===== config.mk =====
export PLATFORM = sky130hd
export DESIGN_NAME = moore_seq_detector
export DESIGN_NICKNAME = d
export VERILOG_FILES = /design/src/rtl/moore_seq_det_pkg.sv /design/src/rtl/moore_seq_detector_match_counter.sv /design/src/rtl/moore_seq_detector.sv
export SDC_FILE = /design/constraint.sdc
export NUM_CORES = 1
export LEC_CHECK = 0
export CAP_MARGIN = 0
export CORE_UTILIZATION = 49
export CTS_BUF_LIST = sky130_fd_sc_hd__clkbuf_4
export DETAILED_ROUTE_END_ITERATION = 10
export PLACE_DENSITY = 0.86
export SYNTH_ARGS = -nofsm -noshare
export SYNTH_HDL_FRONTEND = slang
export SYNTH_HIERARCHICAL = 1
export SYNTH_SLANG_ARGS = --single-unit

===== constraint.sdc =====
create_clock -name clk -period 3.3 [get_ports clk]
set_input_delay 0.33 -clock clk [delete_from_list [all_inputs] [get_ports clk]]
set_output_delay 0.33 -clock clk [all_outputs]
set_load 0.05 [all_outputs]

===== src/rtl/moore_seq_det_pkg.sv =====
// Shared constants for the serial pattern detector: default pattern, legal
// pattern-length range and the width of the history fill counter.
package moore_seq_det_pkg;

    localparam int PAT_W_MIN = 2;
    localparam int PAT_W_MAX = 16;

    localparam logic [3:0] DEFAULT_PAT = 4'b1101;

    // Enough bits to hold 0..pat_w inclusive.
    function automatic int fill_width(input int pat_w);
        return $clog2(pat_w + 1);
    endfunction

endpackage


===== src/rtl/moore_seq_detector_match_counter.sv =====
// Saturating match counter: advances by one per cycle with inc high and sticks at all-ones.
// Latency one clock; no backpressure.
module match_counter #(
    parameter int CNT_W = 8
) (
    input  logic             clk,
    input  logic             n_rst,
    input  logic             inc,
    output logic [CNT_W-1:0] count
);

    always_ff @(posedge clk or negedge n_rst) begin
        if (!n_rst) begin
            count <= '0;
        end else if (inc && (count != {CNT_W{1'b1}})) begin
            count <= count + CNT_W'(1);
        end
    end

endmodule


===== src/rtl/moore_seq_detector.sv =====
// Moore serial pattern detector: o rises the cycle after the last pattern bit is shifted in;
// no backpressure. MOORE_SEQ_DET_COUNT_EN adds the saturating match counter.
module moore_seq_detector
    import moore_seq_det_pkg::*;
#(
    parameter int               PAT_W     = 4,
    parameter logic [PAT_W-1:0] RESET_PAT = PAT_W'(DEFAULT_PAT),
    parameter int               CNT_W     = 8
) (
    input  logic                           clk,
    input  logic                           n_rst,
    input  logic                           shift_enable,
    input  logic                           i,
    input  logic                           overlap,
    input  logic                           load_pat,
    input  logic [PAT_W-1:0]               pat_in,
    output logic                           o,
    output logic [fill_width(PAT_W)-1:0]   fill,
    output logic [CNT_W-1:0]               match_count
);

    localparam int FW = fill_width(PAT_W);

    if (PAT_W < PAT_W_MIN || PAT_W > PAT_W_MAX) begin : g_bad_pat_w
        $error("moore_seq_detector: PAT_W out of range");
    end

    logic [PAT_W-1:0] hist;
    logic [PAT_W-1:0] hist_nxt;
    logic [FW-1:0]    fill_nxt;
    logic [PAT_W-1:0] pat_reg;
    logic [PAT_W-1:0] pat_nxt;

    always_ff @(posedge clk or negedge n_rst) begin
        if (!n_rst) begin
            hist    <= '0;
            fill    <= '0;
            pat_reg <= RESET_PAT;
        end else begin
            hist    <= hist_nxt;
            fill    <= fill_nxt;
            pat_reg <= pat_nxt;
        end
    end

    // A load wins over a concurrent shift; the sampled bit is dropped.
    always_comb begin
        hist_nxt = hist;
        fill_nxt = fill;
        pat_nxt  = pat_reg;
        if (load_pat) begin
            pat_nxt  = pat_in;
            hist_nxt = '0;
            fill_nxt = '0;
        end else if (shift_enable) begin
            hist_nxt = {hist[PAT_W-2:0], i};
            if (o && !overlap) begin
                fill_nxt = FW'(1);
            end else if (fill != FW'(PAT_W)) begin
                fill_nxt = fill + FW'(1);
            end
        end
    end

    always_comb begin
        o = (fill == FW'(PAT_W)) && (hist == pat_reg);
    end

`ifdef MOORE_SEQ_DET_COUNT_EN
    logic match_nxt;
    logic count_inc;

    // Only an accepted shift can create a match; a load always clears it.
    always_comb begin
        match_nxt = (fill_nxt == FW'(PAT_W)) && (hist_nxt == pat_nxt);
        count_inc = shift_enable && !load_pat && match_nxt;
    end

    match_counter #(
        .CNT_W (CNT_W)
    ) u_match_counter (
        .clk   (clk),
        .n_rst (n_rst),
        .inc   (count_inc),
        .count (match_count)
    );
`else
    assign match_count = '0;
`endif

endmodule


==> results of run 1 <==
through the flow:
step           std cells  util [%]  worst slack, ns
3_3_place_gp          87      63.4             1.24
2_1_floorplan         70         -             1.27
6_report              91      65.9            0.926
4_1_cts               91      65.9            0.911
5_1_grt               91      65.9            0.786
3_5_place_dp          87      63.4             1.21
worst reg2reg max path, cell delays in order (launching register included):
cell and delay [ns]:
dfrtp_1 0.41, inv_1 0.09, ha_1 0.21, nand3_1 0.15, or4_1 0.52, o211ai_2 0.16
cells by family (layout without fill, tap and decap cells):
family	after synthesis	in the layout	share of synthesized area (%)
AOI/OAI and AO/OA	8	8	8.90
xor gates and xnor gates	4	4	5.30
adders and majority gates	2	2	3.79
buffers and inverters	14	21	14.8
DFF	11	11	42.2
muxes	8	8	12.9
other	1	8	0.568
and+or+nand+nor	15	15	11.6
cells in the mapped netlist:
cell / n / area share, %
buf_6: 2 / 3.4
conb_1: 1 / 0.57
dfrtp_1: 8 / 30
nor2_1: 6 / 3.4
nand2_1: 2 / 1.1
o211ai_1: 1 / 1.1
or4_1: 1 / 1.1
clkinv_1: 1 / 0.57
o21ai_0: 1 / 0.76
mux2i_1: 4 / 6.1
mux2_2: 4 / 6.8
a21o_1: 1 / 1.1
nand3_1: 2 / 1.5
inv_1: 3 / 1.7
o211ai_2: 1 / 1.9
and3_1: 1 / 0.95
buf_4: 8 / 9.1
a21oi_1: 2 / 1.5
nor4_1: 2 / 1.9
xnor2_1: 4 / 5.3
dfstp_2: 3 / 12
a21boi_0: 1 / 1.1
ha_1: 2 / 3.8
o31a_1: 1 / 1.3
and4b_1: 1 / 1.5
placed cells by master (no fill, tap or decap), types with 2 or more instances in the layout:
master | netlist | layout
nand2_1 | 2 | 2
inv_1 | 3 | 3
mux2_2 | 4 | 4
nand3_1 | 2 | 2
nor2_1 | 6 | 6
a21oi_1 | 2 | 2
mux2i_1 | 4 | 4
clkbuf_4 | 0 | 4
dfrtp_1 | 8 | 8
conb_1 | 1 | 8
nor4_1 | 2 | 2
clkdlybuf4s50_1 | 0 | 13
xnor2_1 | 4 | 4
dfstp_2 | 3 | 3
ha_1 | 2 | 2
power by group through the flow:
| stage | combinational (µW) | sequential, µW | clock (µW) |
|---|---|---|---|
| floorplan | 61.4 | 166 | 0 |
| global placement | 86.4 | 157 | 0 |
| detailed placement | 89.2 | 158 | 0 |
| CTS | 89.3 | 155 | 103 |
| global route | 96.3 | 156 | 106 |
| finish | 89.0 | 155 | 99.0 |
metal layers:
layer | routed length (µm) | global-route usage (%) | up-vias
met5 | 0 | 0 | -
met4 | 31 | 16.4 | 0
met3 | 66 | 3.47 | 6
met2 | 655 | 36.3 | 29
met1 | 461 | 21.9 | 230
li1 | - | - | 226
cell type report:
| cell class | count | share of cell area (%) |
|---|---|---|
| Clock buffer | 4 | 3.84 |
| Inverter | 4 | 1.92 |
| Multi-Input combinational cell | 45 | 39.7 |
| Sequential cell | 11 | 35.7 |
| Tap cell | 14 | 2.24 |
| Timing Repair Buffer | 13 | 16.6 |
worst min path at each step:
stage | startpoint | end | slack (ns) | depth (start not counted)
floorplan | n_rst | fill[0]$_DFFE_PN0P_ | 0.03 | 0
global placement | pat_reg[1]$_DFFE_PN0P_ | pat_reg[1]$_DFFE_PN0P_ | 0.51 | 1
detailed placement | pat_reg[1]$_DFFE_PN0P_ | pat_reg[1]$_DFFE_PN0P_ | 0.52 | 1
CTS | n_rst | pat_reg[1]$_DFFE_PN0P_ | 0.39 | 1
global route | n_rst | pat_reg[1]$_DFFE_PN0P_ | 0.43 | 1
finish | n_rst | pat_reg[1]$_DFFE_PN0P_ | 0.38 | 1
==> flow_summary.toml, run 1 <==
[finish]
nFillCells = 116
syn2layout_area_growth_pct = 18.4
num_antenna_cells = 0
drive_gt1_share_pct = 15.6
nets = 90
fin_area_um2 = 782
multi_input_area_um2 = 310
regArea_um2 = 279

[worst_setup_path]
crit_chain = "xnor2_1, nand3_1, nor2_1, clkdlybuf4s50_1"
worst_setup_path_startpoint = "pat_reg[0]$_DFFE_PN1P_"
cpLargestDelayFamily = "buffers and inverters"
end_kind = "output port"
worst-path-max-fanout = 4
worstReg2RegStart = "fill[1]$_DFFE_PN0P_"
worst_path_max_delay_cell = "clkdlybuf4s50_1"
worstReg2RegEnd = "fill[1]$_DFFE_PN0P_"
crit_type = "reg2out"
critical_path_buf_inv_count = 1
worstSetupStartpointType = "register"
arrival_ns = 2.04
cpPeakStageDelay_ns = 0.80
reg2regPathDepth = 5
endpoint = "o"
cp.required_ns = 2.97
r2r_setup_slack_ns = 1.67
crit_cells = 4

[logic_synthesis]
synth_cell_types = 25
ys_ff_latch = 11
syn_area_per_cell_um2 = 10.5
syn-cell-area_um2 = 661
postSynthCellCount = 63
yosys_warnings = 6
yosysSeqAreaShare_pct = 42.2

[power]
powerDensity_nw_per_um2 = 439
cellLeakagePower_uw = 0.000349
power_frac_seq_pct = 45.2
p_int_uw = 235
pwr-share-comb_pct = 25.9
p_sw_uw = 108
p_clk_share_pct = 28.9
ir_worst_vdd_mv = 0.253
p_total_uw = 343
switching_share_pct = 31.5

[cts]
postCtsHoldBufs = 0
clkLatencyLatePin_ns = 0.26
root_buffer = "clkbuf_4"
cts.htree.levels = 1
cts_buffers = 3
post-cts-setup-buffer-count = 0
cts_resized = 0
cts_buffer_depth = 2
cts.clk_slew.worst_paths_ns = 0.07
clock_sinks = 11
cts_tree = "built"

[detailed_routing]
drt_pass1_iterations = 4
route.detailed.drc = 0
vias = 491
post_drt_wl_per_cell_um = 13.4
antenna_left = 0
vias_per_cell = 5.40
wl_mm = 1.22
drt-initial-drc-count = 4

[global_route]
grt_pass1_vias = 471
grt_max_degree = 13
grt_antenna_before_repair = 0
grt_pass1_wl_mm = 2.01
grt.overflow.total = 0
grt_usage_pct = 20.9

[worst_hold_path]
hold_path.class = "in2async"

[sta]
grt_setup_unrepaired = "false"
final.period_utilization_pct = 72.0
fin_crit_ns = 2.37
setup_viol = 0
hold_viol_final = 0
hold_slack_ns = 0.380
skew_ns = 0.00683
finalSetupTns_ns = 0
drv_slew = 0
fmax_mhz = 421

[place]
dpl_cell_area_um2 = 752
port_buffers = 13
place_hpwl_um = 935
gp_congestion = 0.707

[die]
rows = 12
ios = 22
start_util_pct = 55.7
dieHeight_um = 38.7
die-area_um2 = 1500
chipWidth_um = 38.7
coreArea_um2 = 1190

[run_status]
run_status = "completed"

[job]
maxCapViolations = 0
(Power assumes the default switching activity.)
==> run 2: changes to the inputs <==
--- a/config.mk
+++ b/config.mk
@@ -6,10 +6,10 @@
 export NUM_CORES = 1
 export LEC_CHECK = 0
 export CAP_MARGIN = 0
-export CORE_UTILIZATION = 49
+export CORE_UTILIZATION = 46
 export CTS_BUF_LIST = sky130_fd_sc_hd__clkbuf_4
 export DETAILED_ROUTE_END_ITERATION = 10
-export PLACE_DENSITY = 0.86
+export PLACE_DENSITY = 0.81
 export SYNTH_ARGS = -nofsm -noshare
 export SYNTH_HDL_FRONTEND = slang
 export SYNTH_HIERARCHICAL = 1
==> constraint.sdc (replaced) <==
create_clock -name clk -period 2.3 [get_ports clk]
set_input_delay 0.23 -clock clk [delete_from_list [all_inputs] [get_ports clk]]
set_output_delay 0.23 -clock clk [all_outputs]
set_load 0.05 [all_outputs]
==> flow_summary.toml, run 2 (synthesized netlist as in run 1, its figures left out) <==
[finish]
drive_gt1_share_pct = 17.9
nFillCells = 111
syn2layout_area_growth_pct = 19.3
nets = 91
final_cell_count_no_fill = 93
final_common_cell = "clkdlybuf4s50_1"
fin_area_um2 = 788
num_antenna_cells = 0
layout_common_cells = "clkdlybuf4s50_1, conb_1, dfrtp_1, nor2_1"

[sta]
fmax_mhz = 578
finalSetupTns_ns = 0
final.period_utilization_pct = 75.2
hold_viol_final = 0
skew_ns = 0.00323
setup_viol = 0
fin_crit_ns = 1.73
drv_slew = 0
grt_setup_unrepaired = "false"
fin_ws_ns = 0.570

[worst_setup_path]
critical_path_buf_inv_count = 1
worstSetupStartpointType = "register"
worst-path-max-fanout = 6
crit_chain = "clkdlybuf4s50_1"
end_kind = "output port"
cp.required_ns = 2.07
cpLargestDelayFamily = "buffers and inverters"
crit_type = "reg2out"
cpPeakStageDelay_ns = 0.83
arrival_ns = 1.50
worst_path_max_delay_cell = "clkdlybuf4s50_1"

[cts]
cts_buffer_depth = 2
post-cts-setup-buffer-count = 0
cts.htree.levels = 1
cts_tree = "built"
cts_buffers = 3
root_buffer = "clkbuf_4"
postCtsHoldBufs = 0
clock_sinks = 11
cts.clk_slew.worst_paths_ns = 0.07
clkLatencyLatePin_ns = 0.27
cts_resized = 0

[die]
chipWidth_um = 39.9
coreArea_um2 = 1320
dieHeight_um = 39.9
ios = 22
start_util_pct = 50.1
die-area_um2 = 1590
rows = 13

[global_route]
grt_max_degree = 12
grt.overflow.total = 0
grt_pass1_vias = 423
grt_antenna_before_repair = 0
grt_pass1_wl_mm = 1.67
grt_usage_pct = 16.6

[place]
placed_cells = 89
place_hpwl_um = 784
dpl_cell_area_um2 = 758
port_buffers = 13
pre_cts_slack_ns = 0.484
gp_congestion = 0.750

[power]
p_clk_share_pct = 29.3
p_int_uw = 338
pwr-share-comb_pct = 25.5
powerDensity_nw_per_um2 = 623
p_sw_uw = 153
switching_share_pct = 31.2
ir_worst_vdd_mv = 0.304
power_frac_seq_pct = 45.2
cellLeakagePower_uw = 0.000355

[run_status]
run_status = "completed"

[detailed_routing]
drt_pass1_iterations = 2
vias = 448
wl_mm = 1.03
route.detailed.drc = 0
vias_per_cell = 4.82
antenna_left = 0
drt-initial-drc-count = 11
post_drt_wl_per_cell_um = 11.1

[worst_hold_path]
hold_path.class = "in2async"

[job]
maxCapViolations = 0
==> run 2: stage by stage <==
step / power, µW / hold slack [ns] / util [%]
after floorplan: 327 / -0.0656 / -
after global placement: 350 / 0.521 / 57.5
after global routing: 519 / 0.334 / 59.8
after CTS: 499 / 0.308 / 59.8
after detailed placement: 351 / 0.531 / 57.5
final: 491 / 0.290 / 59.8
==> run 2: cell type report <==
type                            count  area (µm²)  area share, %
Timing Repair Buffer               14         135           17.1
Clock buffer                        4        30.0           3.81
Multi-Input combinational cell     45         310           39.4
Tap cell                           15        18.8           2.38
Sequential cell                    11         279           35.4
Inverter                            4        15.0           1.90
==> run 2: path summary, 6_finish.rpt <==
| path | start | end | slack, ns | cells after the start |
|---|---|---|---|---|
| setup reg to reg | fill[1]$_DFFE_PN0P_ | fill[1]$_DFFE_PN0P_ | 0.72 | 5 |
| hold reg to reg | pat_reg[1]$_DFFE_PN0P_ | pat_reg[1]$_DFFE_PN0P_ | 0.55 | 1 |
| min in group clk | pat_reg[1]$_DFFE_PN0P_ | pat_reg[1]$_DFFE_PN0P_ | 0.55 | 1 |
| max in group asynchronous | n_rst | pat_reg[3]$_DFFE_PN1P_ | 1.65 | 1 |
| hold / removal | n_rst | pat_reg[1]$_DFFE_PN0P_ | 0.29 | 1 |
| setup / recovery | fill[2]$_DFFE_PN0P_ | fill[2] | 0.57 | 1 |
==> run 2: per-layer routing <==
metal	vias up	GRT usage [%]	share of wire, %
met5	-	0	0
met4	0	10.3	0.49
met3	2	5.11	4.2
met2	13	24.2	47
met1	203	20.8	48
li1	230	-	-
==> run 2: power by group through the flow <==
stage | Combinational, µW | Sequential, µW | Clock [µW]
CTS | 126 | 222 | 151
global route | 137 | 225 | 158
floorplan | 88.1 | 239 | 0
global placement | 124 | 226 | 0
finish | 125 | 222 | 144
detailed placement | 125 | 226 | 0
==> run 3: changes to the inputs <==
--- a/config.mk
+++ b/config.mk
@@ -6,10 +6,10 @@
 export NUM_CORES = 1
 export LEC_CHECK = 0
 export CAP_MARGIN = 0
-export CORE_UTILIZATION = 46
+export CORE_UTILIZATION = 41
 export CTS_BUF_LIST = sky130_fd_sc_hd__clkbuf_4
 export DETAILED_ROUTE_END_ITERATION = 10
-export PLACE_DENSITY = 0.81
+export PLACE_DENSITY = 0.77
 export SYNTH_ARGS = -nofsm -noshare
 export SYNTH_HDL_FRONTEND = slang
 export SYNTH_HIERARCHICAL = 1
==> constraint.sdc (replaced) <==
create_clock -name clk -period 1.5 [get_ports clk]
set_input_delay 0.15 -clock clk [delete_from_list [all_inputs] [get_ports clk]]
set_output_delay 0.15 -clock clk [all_outputs]
set_load 0.05 [all_outputs]
==> flow_summary.toml, run 3 (synthesized netlist as in run 1, its figures left out) <==
[detailed_routing]
drt_pass1_iterations = 4
vias = 522
antenna_left = 0
vias_per_cell = 4.92
post_drt_wl_per_cell_um = 13.2
drt-initial-drc-count = 4
route.detailed.drc = 0
wl_mm = 1.40

[sta]
skew_ns = 0.00152
finalSetupTns_ns = -0.160
fin_crit_ns = 1.60
final.period_utilization_pct = 106
hold_viol_final = 0
fin_ws_ns = -0.0956
grt_setup_unrepaired = "true"
setup_viol = 2
drv_slew = 0
fmax_mhz = 627

[place]
dpl_cell_area_um2 = 852
port_buffers = 13
gp_congestion = 0.805
place_hpwl_um = 890
placed_cells = 96

[worst_setup_path]
reg2regPathDepth = 5
critical_path_buf_inv_count = 2
cp.required_ns = 1.35
worstReg2RegEnd = "fill[1]$_DFFE_PN0P_"
arrival_ns = 1.45
crit_cells = 5
worst_path_max_delay_cell = "dfstp_2"
cpLargestDelayFamily = "flip-flops"
crit_type = "reg2out"
r2r_setup_slack_ns = -0.06
cpPeakStageDelay_ns = 0.55
endpoint = "o"
worstSetupStartpointType = "register"
end_kind = "output port"
worst-path-max-fanout = 2
worst_setup_path_startpoint = "pat_reg[0]$_DFFE_PN1P_"
crit_chain = "xnor2_2, nand3_2, buf_6, nor2_4, buf_12"
worstReg2RegStart = "pat_reg[3]$_DFFE_PN1P_"

[job]
maxCapViolations = 0

[finish]
syn2layout_area_growth_pct = 50.4
nets = 103
num_antenna_cells = 0
final_common_cell = "buf_4"
utilization_pct = 65.9
multi_input_area_um2 = 395
nFillCells = 129
drive_gt1_share_pct = 47.8
final_cell_count_no_fill = 106
layout_common_cells = "buf_4, clkdlybuf4s50_1, conb_1, dfrtp_1, nor2_1"
fin_area_um2 = 993
regArea_um2 = 282

[global_route]
grt_max_degree = 12
grt_use_met3_pct = 8.62
grt_pass1_wl_mm = 2.31
use_met2_pct = 30.3
grt_usage_pct = 18.5
grt_pass1_vias = 500
grt_antenna_before_repair = 0
grt-busiest-layer = "met2"
met1_usage_pct = 21.6
grt.overflow.total = 0

[cts]
root_buffer = "clkbuf_4"
cts.htree.levels = 1
clock_sinks = 11
cts.clk_slew.worst_paths_ns = 0.07
cts_buffer_depth = 2
cts_tree = "built"
clkLatencyLatePin_ns = 0.28
cts_buffers = 3

[worst_hold_path]
hold_path.class = "in2async"

[power]
cellLeakagePower_uw = 0.000446
ir_worst_vdd_mv = 0.716
powerDensity_nw_per_um2 = 828

[die]
dieHeight_um = 42.1
die-area_um2 = 1780
chipWidth_um = 42.1
coreArea_um2 = 1510
rows = 14
ios = 22
start_util_pct = 43.9

[run_status]
run_status = "finished, violations left"
failed_checks = "negative setup slack"
-- run 3: cell types whose count changed in the layout (fill, tap and decap cells not counted), moves of 2 or more --
cell and delta:
buf_4 +10, buf_6 +3, clkdlybuf4s50_1 -3, xnor2_1 -3, xnor2_2 +3, buf_12 +2, dfrtp_1 -2, dfrtp_2 +2
inv_1 -2, inv_2 +2, nand3_1 -2, nor4_1 -2
-- run 3: per-stage QoR --
stage | worst slack, ns | hold slack (ns) | power [µW]
global route | -0.154 | 0.246 | 870
CTS | -0.0949 | 0.215 | 816
detailed placement | -0.0452 | 0.524 | 578
finish | -0.0956 | 0.196 | 823
floorplan | -0.114 | -0.146 | 518
global placement | -0.0239 | 0.513 | 574
-- run 3: what timing repair did --
action                                  in CTS  in global routing
hold buffers                                 0                  0
endpoints found under the setup margin       2                  4
cloned                                       0                  0
buffers inserted                             3                  3
gates resized for setup                      7                  5
hold endpoints to repair                     0                  0
pin swaps                                    4                  8
-- run 3: final cells by class --
class,count,share of cell area (%)
Tap cell,16,2.02
Clock inverter,1,0.504
Multi-Input combinational cell,45,39.8
Clock buffer,3,2.27
Timing Repair Buffer,26,25.6
Inverter,4,1.51
Sequential cell,11,28.3
-- run 3: where the power goes --
group / internal (µW) / switching (µW)
Combinational: 121 / 149
Sequential: 324 / 18.9
Clock: 99.1 / 111
Total: 544 / 279
-- run 3: worst min-delay path by stage --
| stage | startpoint | end | slack, ns | cells past startpoint |
|---|---|---|---|---|
| floorplan | n_rst | fill[0]$_DFFE_PN0P_ | -0.15 | 0 |
| global placement | n_rst | pat_reg[1]$_DFFE_PN0P_ | 0.51 | 1 |
| detailed placement | n_rst | pat_reg[1]$_DFFE_PN0P_ | 0.52 | 1 |
| CTS | n_rst | pat_reg[1]$_DFFE_PN0P_ | 0.22 | 1 |
| global route | n_rst | pat_reg[1]$_DFFE_PN0P_ | 0.25 | 1 |
| finish | n_rst | hist[3]$_DFFE_PN0P_ | 0.20 | 1 |
-- run 3: metal layers --
metal  vias to the layer above  wire, µm
met5                         -         0
met4                         0        16
met3                         2        97
met2                        22       757
met1                       243       530
li1                        255         -
